===== config.mk =====
export PLATFORM = sky130hd
export DESIGN_NAME = branch_resolve_ctrl
export DESIGN_NICKNAME = d
export VERILOG_FILES = /design/src/rtl/br_pkg.sv /design/src/rtl/br_compare.sv /design/src/rtl/branch_resolve_ctrl.sv
export SDC_FILE = /design/constraint.sdc
export NUM_CORES = 1
export LEC_CHECK = 0
export ABC_AREA = 0
export ABC_CLOCK_PERIOD_IN_PS = 17100
export BUFFER_PORTS_ARGS = -buffer_cell sky130_fd_sc_hd__buf_2
export CAP_MARGIN = 10
export CORE_UTILIZATION = 49
export DETAILED_ROUTE_END_ITERATION = 6
export PLACE_DENSITY = 0.73
export SYNTH_ARGS = -nofsm -noshare
export SYNTH_HDL_FRONTEND = slang
export SYNTH_SLANG_ARGS = --single-unit
export TNS_END_PERCENT = 100

===== constraint.sdc =====
create_clock -name clk -period 17.1 [get_ports clk]
set_input_delay 2.565 -clock clk [delete_from_list [all_inputs] [get_ports clk]]
set_output_delay 2.565 -clock clk [all_outputs]
set_load 0.02 [all_outputs]

===== src/rtl/br_pkg.sv =====
// Shared definitions for the execute-stage branch resolution block.
// - br_type encodings as delivered by decode
// - controller state encoding
// - default length of the front-end flush window
// - helper that tells which op types count as control transfers for statistics
package br_pkg;

  localparam logic [2:0] BR_EQ   = 3'b000;
  localparam logic [2:0] BR_NE   = 3'b001;
  localparam logic [2:0] BR_NONE = 3'b010;
  localparam logic [2:0] BR_JMP  = 3'b011;
  localparam logic [2:0] BR_LT   = 3'b100;
  localparam logic [2:0] BR_GE   = 3'b101;
  localparam logic [2:0] BR_LTU  = 3'b110;
  localparam logic [2:0] BR_GEU  = 3'b111;

  localparam int FLUSH_CYCLES_DEF = 2;

  typedef enum logic [1:0] {
    IDLE    = 2'd0,
    RESOLVE = 2'd1,
    FLUSH   = 2'd2
  } state_e;

  // Every op except the "none" encoding is a control transfer.
  function automatic logic is_ctrl_xfer(input logic [2:0] br_type);
    return br_type != BR_NONE;
  endfunction

endpackage


===== src/rtl/br_compare.sv =====
// Combinational branch condition evaluator.
// Ports:
//   br_type  in  3     op encoding (see br_pkg)
//   a, b     in  XLEN  rs1 / rs2 operands
//   taken    out 1     condition holds
module br_compare
  import br_pkg::*;
#(
  parameter int XLEN = 32
) (
  input  logic [2:0]      br_type,
  input  logic [XLEN-1:0] a,
  input  logic [XLEN-1:0] b,
  output logic            taken
);

  logic signed [XLEN-1:0] a_s;
  logic signed [XLEN-1:0] b_s;
  logic                   eq;
  logic                   lt_s;
  logic                   lt_u;

  assign a_s  = a;
  assign b_s  = b;
  assign eq   = (a == b);
  assign lt_s = (a_s < b_s);
  assign lt_u = (a < b);

  always_comb begin
    taken = 1'b0;
    case (br_type)
      BR_EQ:   taken = eq;
      BR_NE:   taken = !eq;
      BR_NONE: taken = 1'b0;
      BR_JMP:  taken = 1'b1;
      BR_LT:   taken = lt_s;
      BR_GE:   taken = !lt_s;
      BR_LTU:  taken = lt_u;
      BR_GEU:  taken = !lt_u;
    endcase
  end

endmodule


===== src/rtl/branch_resolve_ctrl.sv =====
// Execute-stage branch/jump resolution controller (static predict-not-taken).
// An accepted op is registered for one stage; in the following RESOLVE cycle
// the condition, target and link value are presented. A taken, aligned op
// pulses redirect and then holds flush for FLUSH_CYCLES cycles, during which
// no new op is accepted. A taken, misaligned target raises misalign_err
// instead of redirecting.
// Ports:
//   clk, rst                 clock, synchronous active-high reset
//   in_valid / in_ready      decode handshake
//   in_br_type, in_is_jalr   op kind
//   in_pc, in_a, in_b, in_imm op operands
//   res_valid, res_taken, res_link          resolve-cycle results
//   redirect, redirect_pc, flush            front-end control
//   misalign_err                            taken target not word aligned
//   stat_clr, stat_branches, stat_taken     statistics
module branch_resolve_ctrl
  import br_pkg::*;
#(
  parameter int FLUSH_CYCLES = FLUSH_CYCLES_DEF,
  parameter int XLEN         = 32
) (
  input  logic            clk,
  input  logic            rst,
  input  logic            in_valid,
  output logic            in_ready,
  input  logic [2:0]      in_br_type,
  input  logic            in_is_jalr,
  input  logic [XLEN-1:0] in_pc,
  input  logic [XLEN-1:0] in_a,
  input  logic [XLEN-1:0] in_b,
  input  logic [XLEN-1:0] in_imm,
  output logic            res_valid,
  output logic            res_taken,
  output logic [XLEN-1:0] res_link,
  output logic            redirect,
  output logic [XLEN-1:0] redirect_pc,
  output logic            flush,
  output logic            misalign_err,
  input  logic            stat_clr,
  output logic [31:0]     stat_branches,
  output logic [31:0]     stat_taken
);

  localparam logic [3:0] FLUSH_LOAD = 4'(FLUSH_CYCLES);

  state_e     state, state_nxt;
  logic [3:0] flush_cnt, flush_cnt_nxt;
  logic       accept;

  logic [2:0]      br_type_p1;
  logic            is_jalr_p1;
  logic [XLEN-1:0] pc_p1;
  logic [XLEN-1:0] a_p1;
  logic [XLEN-1:0] b_p1;
  logic [XLEN-1:0] imm_p1;

  logic            vld_p1;
  logic            taken_p1;
  logic [XLEN-1:0] jalr_sum_p1;
  logic [XLEN-1:0] target_p1;
  logic            aligned_p1;
  logic            redirect_p1;

  // ---- stage p0 -> p1: accept and register the op ----
  assign accept = in_valid && in_ready;

  always_ff @(posedge clk) begin
    if (accept) begin
      br_type_p1 <= in_br_type;
      is_jalr_p1 <= in_is_jalr;
      pc_p1      <= in_pc;
      a_p1       <= in_a;
      b_p1       <= in_b;
      imm_p1     <= in_imm;
    end
  end

  // ---- stage p1: resolve condition, target and link ----
  br_compare #(.XLEN(XLEN)) u_cmp (
    .br_type (br_type_p1),
    .a       (a_p1),
    .b       (b_p1),
    .taken   (taken_p1)
  );

  // Pulse outputs are suppressed in a reset cycle so an op caught
  // mid-resolve never produces a redirect.
  assign vld_p1      = (state == RESOLVE) && !rst;
  assign jalr_sum_p1 = a_p1 + imm_p1;
  assign target_p1   = (br_type_p1 == BR_JMP && is_jalr_p1)
                       ? {jalr_sum_p1[XLEN-1:1], 1'b0}
                       : pc_p1 + imm_p1;
  assign aligned_p1  = (target_p1[1:0] == 2'b00);
  assign redirect_p1 = vld_p1 && taken_p1 && aligned_p1;

  assign res_valid    = vld_p1;
  assign res_taken    = vld_p1 && taken_p1;
  assign res_link     = vld_p1 ? pc_p1 + XLEN'(4) : '0;
  assign redirect     = redirect_p1;
  assign redirect_pc  = redirect_p1 ? target_p1 : '0;
  assign misalign_err = vld_p1 && taken_p1 && !aligned_p1;
  assign flush        = (state == FLUSH);

  // ---- control FSM ----
  always_ff @(posedge clk) begin
    if (rst) begin
      state     <= IDLE;
      flush_cnt <= '0;
    end else begin
      state     <= state_nxt;
      flush_cnt <= flush_cnt_nxt;
    end
  end

  always_comb begin
    state_nxt     = state;
    flush_cnt_nxt = flush_cnt;
    in_ready      = 1'b0;
    case (state)
      IDLE: begin
        in_ready = !rst;
        if (accept) state_nxt = RESOLVE;
      end
      RESOLVE: begin
        if (redirect_p1) begin
          state_nxt     = FLUSH;
          flush_cnt_nxt = FLUSH_LOAD;
        end else begin
          in_ready  = !rst;
          state_nxt = accept ? RESOLVE : IDLE;
        end
      end
      FLUSH: begin
        // Leaving on a count of 1 makes the window exactly FLUSH_CYCLES long.
        flush_cnt_nxt = flush_cnt - 4'd1;
        if (flush_cnt <= 4'd1) state_nxt = IDLE;
      end
      default: state_nxt = IDLE;
    endcase
  end

  // ---- statistics ----
  always_ff @(posedge clk) begin
    if (rst || stat_clr) begin
      stat_branches <= '0;
      stat_taken    <= '0;
    end else if (vld_p1) begin
      stat_branches <= stat_branches + 32'(is_ctrl_xfer(br_type_p1));
      stat_taken    <= stat_taken + 32'(taken_p1);
    end
  end

endmodule


=== Word-level counts from Yosys, hierarchy flattened ===
Cells that the tools add are included.

* Register bits after elaboration: 202
* Input port bits: 136
* Output and inout port bits: 134
* Word-level logic and storage cells: 64

* $add $sub $neg: 6
* $lt $le $gt $ge: 3
* Eq/ne operators: 14
* Mux-type cells: 13
* Reduce and logical (&&, ||, !) cells: 18

{| class="wikitable"
|+ Operators with widths
! kind !! number
|-
| $mux 32 || 3
|-
| $add 32x1->32 || 2
|-
| $add 32x32->32 || 2
|-
| $lt 32x32->1 || 2
|-
| $add 32x3->32 const B || 1
|-
| $eq 32x32->1 || 1
|-
| $eq 3x3->1 const B || 4
|-
| $pmux 1 s8 || 1
|-
| $pmux 4 s2 || 1
|-
| $eq 3x2->1 const B || 2
|-
| $logic_and 1x1->1 || 6
|-
| $mux 2 || 3
|-
| $pmux 2 s3 || 1
|-
| $logic_not 1->1 || 5
|-
| $le 4x1->1 const B || 1
|-
| $logic_not 2->1 || 2
|-
| $mux 4 || 1
|-
| $ne 2x2->1 const B || 2
|-
| $reduce_and 2->1 || 2
|-
| $sub 4x1->4 const B || 1
|-
| $eq 3x1->1 const B || 1
|-
| $logic_not 3->1 || 1
|-
| $ne 3x2->1 const B || 1
|-
| $eq 2x1->1 const B || 1
|-
| 6 further kinds || 7
|}

=== Longest topological paths before layout ===
Gate-level depths: netlist (run 1).

* Depth after elaboration: 11
* Gate-level depth with buffers: 19

=== Modules after synthesis ===
Synthesis (run 1) repeated with hierarchy kept, for this count alone.

* Cells, all modules: 1215
* Area total of the unflattened synthesis: 11890.2 sq um

{| class="wikitable"
|+ Modules (own cells, without submodules)
! module !! instances !! cells an instance !! area an instance (sq um) !! sequential area each (sq um)
|-
| branch_resolve_ctrl || 1 || 1094 || 11025.6 || 5365.1
|-
| br_compare || 1 || 121 || 864.6 || 0.0
|}

=== Worst setup path after synthesis (run 1) ===
No wires, ideal clock.

* Path type: input-to-reg
* Start point: input rst
* End point: register a_p1[0] (enable)
* Setup time: 508 ps
* Arrival: 6607 ps
* Data required time: 16592 ps
* Slack: 9985 ps
* Cell stages on the path: 7
* Buffers on the path: 1
* Cell sequence: nor2_1 > nand2_1 > inv_1 > and3_1 > mux2i_1 > buf_2 > and3_1

* Cells in the longest elaborated chain, start to end: 7

{| class="wikitable"
|+ Ends and longest elaborated chain
! what !! line !! source
|-
| from (decl) || branch_resolve_ctrl.sv:23 || <nowiki>input logic rst,</nowiki>
|-
| $logic_not 1->1 (*) || branch_resolve_ctrl.sv:88, branch_resolve_ctrl.sv:121, branch_resolve_ctrl.sv:129 ||
|-
| $logic_and 1x1->1 || branch_resolve_ctrl.sv:88 || <nowiki>assign vld_p1 = (state == RESOLVE) && !rst;</nowiki>
|-
| $logic_and 1x1->1 (2 in a row) || branch_resolve_ctrl.sv:94 || <nowiki>assign redirect_p1 = vld_p1 && taken_p1 && aligned_p1;</nowiki>
|-
| $mux 1 || branch_resolve_ctrl.sv:125 || <nowiki>if (redirect_p1) begin</nowiki>
|-
| $pmux 1 s2 (*) || branch_resolve_ctrl.sv:119 || <nowiki>case (state)</nowiki>
|-
| $logic_and 1x1->1 (*) || branch_resolve_ctrl.sv:65 || <nowiki>assign accept = in_valid && in_ready;</nowiki>
|-
| named net accept || branch_resolve_ctrl.sv:48 || <nowiki>logic accept;</nowiki>
|-
| to (signal assigned) || branch_resolve_ctrl.sv:72 || <nowiki>a_p1 <= in_a;</nowiki>
|-
| to (decl) || branch_resolve_ctrl.sv:53 || <nowiki>logic [XLEN-1:0] a_p1;</nowiki>
|}

Mark *: on every way through the listed nets, which the timed path passes. The rest lies on a longest branch.
A chain may end at the register's enable or synchronous reset.

=== Worst setup path after layout (run 1) ===
* Start point: register a_p1[15]
* End point: output redirect_pc[19]

* Cells in the longest elaborated chain, start to end: 6
* Elaborated cells between the ends (all ways): 12

{| class="wikitable"
|+ Ends and longest elaborated chain
! what !! line !! source
|-
| $lt 32x32->1 (tied with other cells) || br_compare.sv:27 || <nowiki>assign lt_u = (a < b);</nowiki>
|-
| $logic_not 1->1 (on tied branches) || br_compare.sv:39, br_compare.sv:33, br_compare.sv:37 ||
|-
| $pmux 1 s8 || br_compare.sv:31 || <nowiki>case (br_type)</nowiki>
|-
| $logic_and 1x1->1 (2 in a row) || branch_resolve_ctrl.sv:94 ||
|-
| $mux 32 (*) || branch_resolve_ctrl.sv:100 || <nowiki>assign redirect_pc = redirect_p1 ? target_p1 : '0;</nowiki>
|-
| to (decl) || branch_resolve_ctrl.sv:36 || <nowiki>output logic [XLEN-1:0] redirect_pc,</nowiki>
|}

Mark *: on every way between the ends. The rest lies on a longest branch, timed or not.

==> results of run 1 <==
[placed cells by master, fill, tap and decap left out, types with 5 or more instances in the layout]
cell type	n
sky130_fd_sc_hd__nand3_1	38
sky130_fd_sc_hd__ha_1	100
sky130_fd_sc_hd__o21bai_1	5
sky130_fd_sc_hd__xnor2_1	52
sky130_fd_sc_hd__nor2_1	148
sky130_fd_sc_hd__buf_4	5
sky130_fd_sc_hd__nor2b_1	13
sky130_fd_sc_hd__or3_1	17
sky130_fd_sc_hd__nand2b_1	12
sky130_fd_sc_hd__and3_1	27
sky130_fd_sc_hd__a21o_1	27
sky130_fd_sc_hd__buf_2	267
sky130_fd_sc_hd__xor2_1	77
sky130_fd_sc_hd__nand2_1	111
sky130_fd_sc_hd__o21ai_0	45
sky130_fd_sc_hd__a31oi_1	12
sky130_fd_sc_hd__a21oi_1	106
sky130_fd_sc_hd__clkbuf_16	27
sky130_fd_sc_hd__a211o_1	6
sky130_fd_sc_hd__and2_1	12
sky130_fd_sc_hd__dfxtp_1	70
sky130_fd_sc_hd__nand4_1	31
sky130_fd_sc_hd__o211ai_1	6
sky130_fd_sc_hd__diode_2	9
sky130_fd_sc_hd__a211oi_1	13
sky130_fd_sc_hd__nor3_1	13
sky130_fd_sc_hd__or2_2	7
sky130_fd_sc_hd__edfxtp_1	132
sky130_fd_sc_hd__inv_1	62
[metrics by stage]
stage	std cells	hold slack, ns	cell area, sq um
floorplan	1240	0.4741	11980
global placement	1802	0.4599	13650
detailed placement	1803	0.4687	13650
CTS	1844	0.4768	14420
global route	1851	0.5057	14460
finish	1854	0.4742	14460
[layout make-up]
type                            instances  area, sq um  area share (%)
Multi-Input combinational cell        947         6275           43.38
Sequential cell                       202         5365           37.09
Timing Repair Buffer                  274         1398           9.663
Clock buffer                           37        747.0           5.164
Tap cell                              319        399.1           2.760
Inverter                               62        232.7           1.609
Clock inverter                          4        25.02          0.1730
Antenna cell                            9        22.52          0.1557
[metal layers]
metal / track usage [%] / wire [microns] / up-vias
li1: - / - / 5005
met1: 34.08 / 13900 / 4705
met2: 38.95 / 14520 / 411
met3: 3.947 / 2370 / 63
met4: 9.570 / 970 / 0
met5: 0 / 0 / -
[tightest hold or removal path, stage by stage (launching register included)]
cell and delay, ns:
sky130_fd_sc_hd__dfxtp_1 0.32, sky130_fd_sc_hd__nand2_1 0.05, sky130_fd_sc_hd__a21oi_1 0.05
[worst paths after layout]
check                   start          endpoint  slack, ns  depth (start not counted)
min          stat_branches[0]  stat_branches[0]       0.47                          2
max reg2reg          a_p1[15]        imm_p1[14]      11.31                         10
max                  a_p1[15]   redirect_pc[19]       9.71                         11
min reg2reg  stat_branches[0]  stat_branches[0]       0.47                          2
[cell families after synthesis]
logic type	synth area share (%)
simple gates	17.90
compound gates	13.82
flops	44.80
xor+xnor	9.434
fa+ha+maj	10.78
buf+inv	2.988
mux	0.2507
other cells	0.03131
[sequential cells by signal (all words and copies together), names as in the netlist, 2 cells and up]
name / flops
stat_taken: 32
stat_branches: 32
state: 2
flush_cnt: 4
a_p1: 32
br_type_p1: 3
imm_p1: 32
b_p1: 32
pc_p1: 32
[power groups by stage]
stage	combinational [mW]	clock [mW]	sequential [mW]
after CTS	0.171	0.504	0.549
final	0.172	0.495	0.549
after global placement	0.168	0	0.558
after floorplan	0.117	0	0.557
after detailed placement	0.169	0	0.559
after global routing	0.190	0.523	0.550
==> results list, run 1 <==
- Net Sw Power: 0.3084 mW
- For the worst setup path, the data required time is about 15 ns.
- The cell count after synthesis came out at between 1k and 1.5k.
- Ratio of cells with drive above 1 in the final layout: a little over a fifth
- The run finished with clean final reports.
- Critical path peak fanout: 22
- The worst pin sits at a relative slew slack of 33.85%.
- Summed over all instances, the cell type with the most area after synthesis is sky130_fd_sc_hd__edfxtp_1.
* Area of the mapped netlist: about 0.012 sq mm
- Cell variety after synth: between 60 and 70
- The analysis attributes to cell leakage a power of about 6.3 nW.
* Post-synthesis sequential area ratio: 44.80%
- Max-cap violations: 0
- Broken down by cell family, the worst path's largest delay share belongs to compound AO/OA/AOI/OAI gates.
- Maximum buffer depth of the clock tree: 3
- After floorplanning, the core was sized to cover approximately 0.024 sq mm.
- Die width: around 160 microns
- Setup fix buffers added after clock tree synthesis: 0
- Setup TNS: 0 ns
- Most frequent cells after synthesis: sky130_fd_sc_hd__nor2_1 (148), sky130_fd_sc_hd__edfxtp_1 (132), sky130_fd_sc_hd__nand2_1 (111)
* Buf+Inv Stages, Crit Path: 2
- Part of the cycle the worst path needs: 43.21%
- In the synthesized netlist the async set-or-reset flop fraction comes to 0%.
- Setup repair after global routing left no endpoint under its margin.
* Fraction of power consumed by sequential logic: a little under half
* First-pass iteration count of the detailed router: 5
* # DRC: 0
- The net count of the finished layout is 1748.
* #FFs+latches synth: just over 200
* Category of the critical setup timing path: flop to output port
- For the pin with the worst max-slew slack, the measured transition is 0.9923 ns.
* Port buffer count: around 270
- Cell Int Power: slightly above 0.9 mW
- STA classifies the critical path endpoint as an output port.
- Antenna violations before repair: 6
- First-pass GRT wire length: a little under 50000 microns
- CTS H-Tree Depth: 1
- TritonCTS clock tree: yes
* Overall die area: 0.02507 sq mm
- At the worst endpoint, the arrival time is around 4.8 ns.
* Max-slew violation count: 0
- Tightest Hold Check Type: flop to flop
- GRT overflow: 0
- Final core occ: 60.89%
- During I/O placement, the number of pins put on the boundary was 270.
- Peak Freq: 0.1353 GHz
- The Yosys step of the flow raised 0 warnings.
* Avg WL per Cell: roughly 17 microns
- Cell at the root of the clock tree: sky130_fd_sc_hd__clkbuf_16
- Via count of the first global-routing pass: between 9k and 10k
* Hold-fix buffers, CTS: 0
* Switching Fraction: between 20% and 30%
- Before CTS, the worst setup slack after placement is approximately 10 ns.
* Routed wire length: 31760 microns
* Starting utilization of the core area: 50.42%
- Final Hold Vio Count: 0
- Worst-case vdd ir drop: between 80 and 90 uV
- The detailed router finished its first iteration with around 730 violations.
* Worst Skew: 0.01455 ns
- Per report_power, the combinational group accounts for 14.2% of the total.
* Clk_lat worst skew: between 0.5 and 0.6 ns
* Power density over the cells: around 84 mW/mm^2
- In this run the vertical extent of the chip is 158.3 microns.
* GR Util All Layers: 24.74%
* Mean Syn Cell Area: 9.666 sq um
- Most frequent cell after synthesis: sky130_fd_sc_hd__nor2_1
- For this design, the slowest cell found on the critical path is sky130_fd_sc_hd__nor4_1.
* Number of rows in the core area: between 50 and 60
- Share of total power in the clock network: around two fifths
* Setup-violating endpoint count in the final report: 0
* Synth-to-Final Area Change: 20.77%
- The layout has ~2k filler cells.
* Vias per cell: about 5.5
* Post-DRT Antenna Nets: 0
- Gates resized, CTS repair: 0
- The design draws approximately 1.2 mW.
- Reg clk slew, reported paths: roughly 0.06 ns
* Most frequently used flop master after synthesis: sky130_fd_sc_hd__edfxtp_1
- The HPWL after detailed placement is 24220 microns.
- Leading cell types by total area after synthesis: sky130_fd_sc_hd__edfxtp_1 (33%), sky130_fd_sc_hd__dfxtp_1 (12%), sky130_fd_sc_hd__ha_1 (10%)
* Gpl congestion: roughly 0.92
* Period minus WS final: approximately 7.4 ns
- CP max stage delay: around 0.68 ns
- Post-synth top area share: about a third
* Count of flip-flops with a built-in enable after synthesis: roughly 130
* PnR worst setup slack: between 9 and 10 ns
* Kind of start point of the critical path: flop
* Largest net degree at the start of global routing: 75
* Clock net sink count: between 200 and 250
- Ordered list of cells on the worst path: ha_1 > nand4_1 > nor4_1 > o21ai_0 > a31oi_1 > xor2_1 > a311oi_2 > mux2i_4 > buf_4 > a221oi_1 > buf_2
- The final route contains roughly 10k vias.
* Num CTS Buffers: 23
(Power assumes the default switching activity.)
==> run 2, diff against run 1 <==
- ABC_CLOCK_PERIOD_IN_PS: 17100 -> 7600
- clock period: 17.1 -> 7.6 ns (I/O delays scaled with it)
==> run 2 against run 1 <==
Compared with the run above:
- clock power rose by 120%
- sequential power rose by 130%
- critical path depth did not move
- routed wire length rose by 0.80%
- critical path type unchanged
- highest routed layer is now met5
- clock skew fell by 0.0019 ns
- largest power group unchanged
==> results list, run 2 (same netlist as run 1, synthesis figures left out) <==
- Result of the run: finished clean
- The CTS H-tree depth was 1 (unchanged).
- Die Y-Extent: 158.3 microns (unchanged)
- Hold-fix buffers, CTS: 0 (unchanged)
- The library cells used most frequently in the layout, excluding fill and tap cells, are sky130_fd_sc_hd__buf_2 (267), sky130_fd_sc_hd__nor2_1 (148), sky130_fd_sc_hd__edfxtp_1 (132), sky130_fd_sc_hd__nand2_1 (111), sky130_fd_sc_hd__a21oi_1 (106).
- Beginning of the worst hold path: stat_branches[0]
* First-pass iteration count of the detailed router: 5 (unchanged)
- The routed design could run at a clock period as short as around 5.9 ns.
- The number of buffers created by CTS is 22 (-4.3%).
- The total length of routed wires is 32010 microns (+0.80%).
- Power density over the cells: 187.2 mW/mm^2 (+120%)
- Setup TNS: 0 ns (unchanged)
- Setup fix buffers added after clock tree synthesis: 0 (unchanged)
- GR Util All Layers: 24.90% (+0.16 points)
- Core footprint: 0.02375 sq mm (unchanged)
* Ordered list of cells on the worst path: ha_1 > a21oi_1 > o21ai_0 > a2111oi_0 > a31oi_1 > xor2_1 > a311oi_2 > mux2i_4 > buf_4 > a211oi_1 > buf_2
- Post-DRT Antenna Nets: 0 (unchanged)
- Worst-case vdd ir drop: 215.8 uV (+160%)
- Synth-to-Final Area Change: 20.39%
* Kind of start point of the critical path: flop
- Slack of the worst reg-to-reg path: 2.14 ns (-9.17 ns)
* Transition time at the pin with the least slew margin: 1.204 ns (+0.2116 ns)
* Gpl congestion: 0.8828 (-4.0%)
- Destination of the worst register-to-register timing path: imm_p1[12]
- Port buffer count: 267 (unchanged)
* Setup-violating endpoint count in the final report: 0 (unchanged)
- The number of antenna violations at the first check in global routing was 8 (+2).
- The biggest fanout along the worst timing path is 22 (unchanged).
- Cell family with most CP delay: compound AO/OA/AOI/OAI gates
* Boundary pin count: 270 (unchanged)
- The worst endpoint required time came to 6.46 ns (-8.07 ns).
* Die width: 158.3 microns (unchanged)
- Setup repair after global routing left no endpoint under its margin.
* Cell Int Power: 2.014 mW (+120%)
- The number of max-cap violations was 0 (unchanged).
- The count of cells along the worst hold path came to 2 (unchanged).
- Peak Freq: between 0.15 and 0.2 GHz
- Filler Cell Count: 2010 (-0.099%)
* # DRC: 0 (unchanged)
- The final count of pins violating max slew came to 0 (unchanged).
- The total die area came to 0.02507 sq mm (unchanged).
- The clock network power share came to 39.9% (-0.8 points).
* Starting utilization of the core area: 50.42% (unchanged)
- Tightest Hold Check Type: flop to flop
* Area of the multi-input gates: 0.006275 sq mm (unchanged)
- Ratio of cells with drive above 1 in the final layout: 21.46% (-0.23 points)
* CP max stage delay: 0.94 ns (+0.26 ns)
* Category of the critical setup timing path: flop to output port
- The first-iteration detailed-routing DRC count is 712 (-2.1%).
- The sequential cell fraction of total power is 45.8% (+0.7 points).
* Most common cell after layout, fill and taps aside: sky130_fd_sc_hd__buf_2
- Worst Skew: 0.01267 ns (-0.001877 ns)
- The normalized max-slew margin came to 19.74% (-14 points).
- The post-cts gate resize count is 0 (unchanged).
- The leakage power of the design is 6.295 nW (-0.49%).
* Largest net degree at the start of global routing: 77 (+2.7%)
- In the finished design, the share of the clock period the worst path needs comes to 77.75%.
* Critical Path Slowest Stage Cell: sky130_fd_sc_hd__a2111oi_0
- Maximum buffer depth of the clock tree: 3 (unchanged)
- The startpoint identified for the worst register-to-register timing path is a_p1[11].
- Arrival time at the worst endpoint: 4.77 ns (-0.05 ns)
* Vias per cell: 5.496 (about the same)
- The reported net switching power was 0.6855 mW (+120%).
- DP HPWL: 24540 microns (+1.3%)
* Net total in the final layout: 1746 (-0.11%)
* Clock net sink count: 202 (unchanged)
- TritonCTS clock tree: yes
- The placement row count is 56 (unchanged).
* Type of destination of the critical path: output port
- Hold Crit Endpoint: stat_branches[0]
- Register area: 0.005365 sq mm (unchanged)
- Reg clk slew, reported paths: 0.06 ns (about the same)
- Cell at the root of the clock tree: sky130_fd_sc_hd__clkbuf_16
- Via count of the first global-routing pass: 9429 (-0.64%)
- Clk_lat worst skew: 0.51 ns (about the same)
- Final Hold Vio Count: 0 (unchanged)
* Via count: 10.18k (unchanged)
- Avg WL per Cell: 17.28 microns (+0.85%)
- The share of total power in combinational logic came to 14.3% (about the same).
- Switching Fraction: 25.39% (+0.045 points)
* Worst slack on hold paths: 0.4803 ns (+0.006140 ns)
- The combined buffer and inverter count along the critical path is 2 (unchanged).
- GRT overflow: 0 (unchanged)
- Worst Reg2Reg Path Length in Cells: 10 (unchanged)
* First-pass GRT wire length: 48560 microns (+1.1%)
[run 2: final cells by class]
| type | count | area share [%] |
|---|---|---|
| Sequential cell | 202 | 37.21 |
| Clock inverter | 5 | 0.1736 |
| Tap cell | 319 | 2.768 |
| Clock buffer | 35 | 4.964 |
| Inverter | 62 | 1.614 |
| Antenna cell | 10 | 0.1736 |
| Multi-Input combinational cell | 947 | 43.52 |
| Timing Repair Buffer | 273 | 9.580 |
[run 2: tightest hold or removal path, stage by stage, from the launching register on]
cell	delay, ns
sky130_fd_sc_hd__dfxtp_1	0.32
sky130_fd_sc_hd__nand2_1	0.06
sky130_fd_sc_hd__a21oi_1	0.06
[run 2: how the worst max path moves through the flow]
| stage | from | end | slack [ns] | depth (start not counted) |
|---|---|---|---|---|
| after floorplan | a_p1[11] | a_p1[0] | 1.55 | 10 |
| after CTS | a_p1[9] | redirect_pc[13] | 1.74 | 11 |
| after detailed placement | a_p1[11] | imm_p1[12] | 2.18 | 10 |
| final | a_p1[11] | redirect_pc[13] | 1.69 | 11 |
| after global placement | a_p1[9] | imm_p1[11] | 2.22 | 10 |
| after global routing | a_p1[11] | redirect_pc[3] | 1.42 | 11 |
[run 2: stage by stage]
step	instances	total power, mW	setup slack [ns]	utilization (%)	area (sq um)
global placement	1803	1.636	2.224	57.48	13650
CTS	1843	2.716	1.736	60.60	14390
floorplan	1240	1.516	1.547	-	11980
detailed placement	1803	1.638	2.184	57.48	13650
finish	1853	2.700	1.691	60.70	14420
global route	1848	2.802	1.417	60.65	14410
[run 2: power by group through the flow]
| stage | clock network (mW) | registers [mW] | logic [mW] |
|---|---|---|---|
| 2_1_floorplan | 0 | 1.25 | 0.263 |
| 3_3_place_gp | 0 | 1.26 | 0.379 |
| 3_5_place_dp | 0 | 1.26 | 0.380 |
| 4_1_cts | 1.10 | 1.24 | 0.383 |
| 5_1_grt | 1.14 | 1.24 | 0.425 |
| 6_report | 1.08 | 1.24 | 0.387 |
[run 2: layer usage]
| layer | vias up | share of wire [%] | track usage [%] |
|---|---|---|---|
| li1 | 5009 | - | - |
| met1 | 4721 | 45 | 34.81 |
| met2 | 378 | 45 | 38.81 |
| met3 | 72 | 6.0 | 3.484 |
| met4 | 4 | 3.4 | 9.982 |
| met5 | - | 0.081 | 0 |
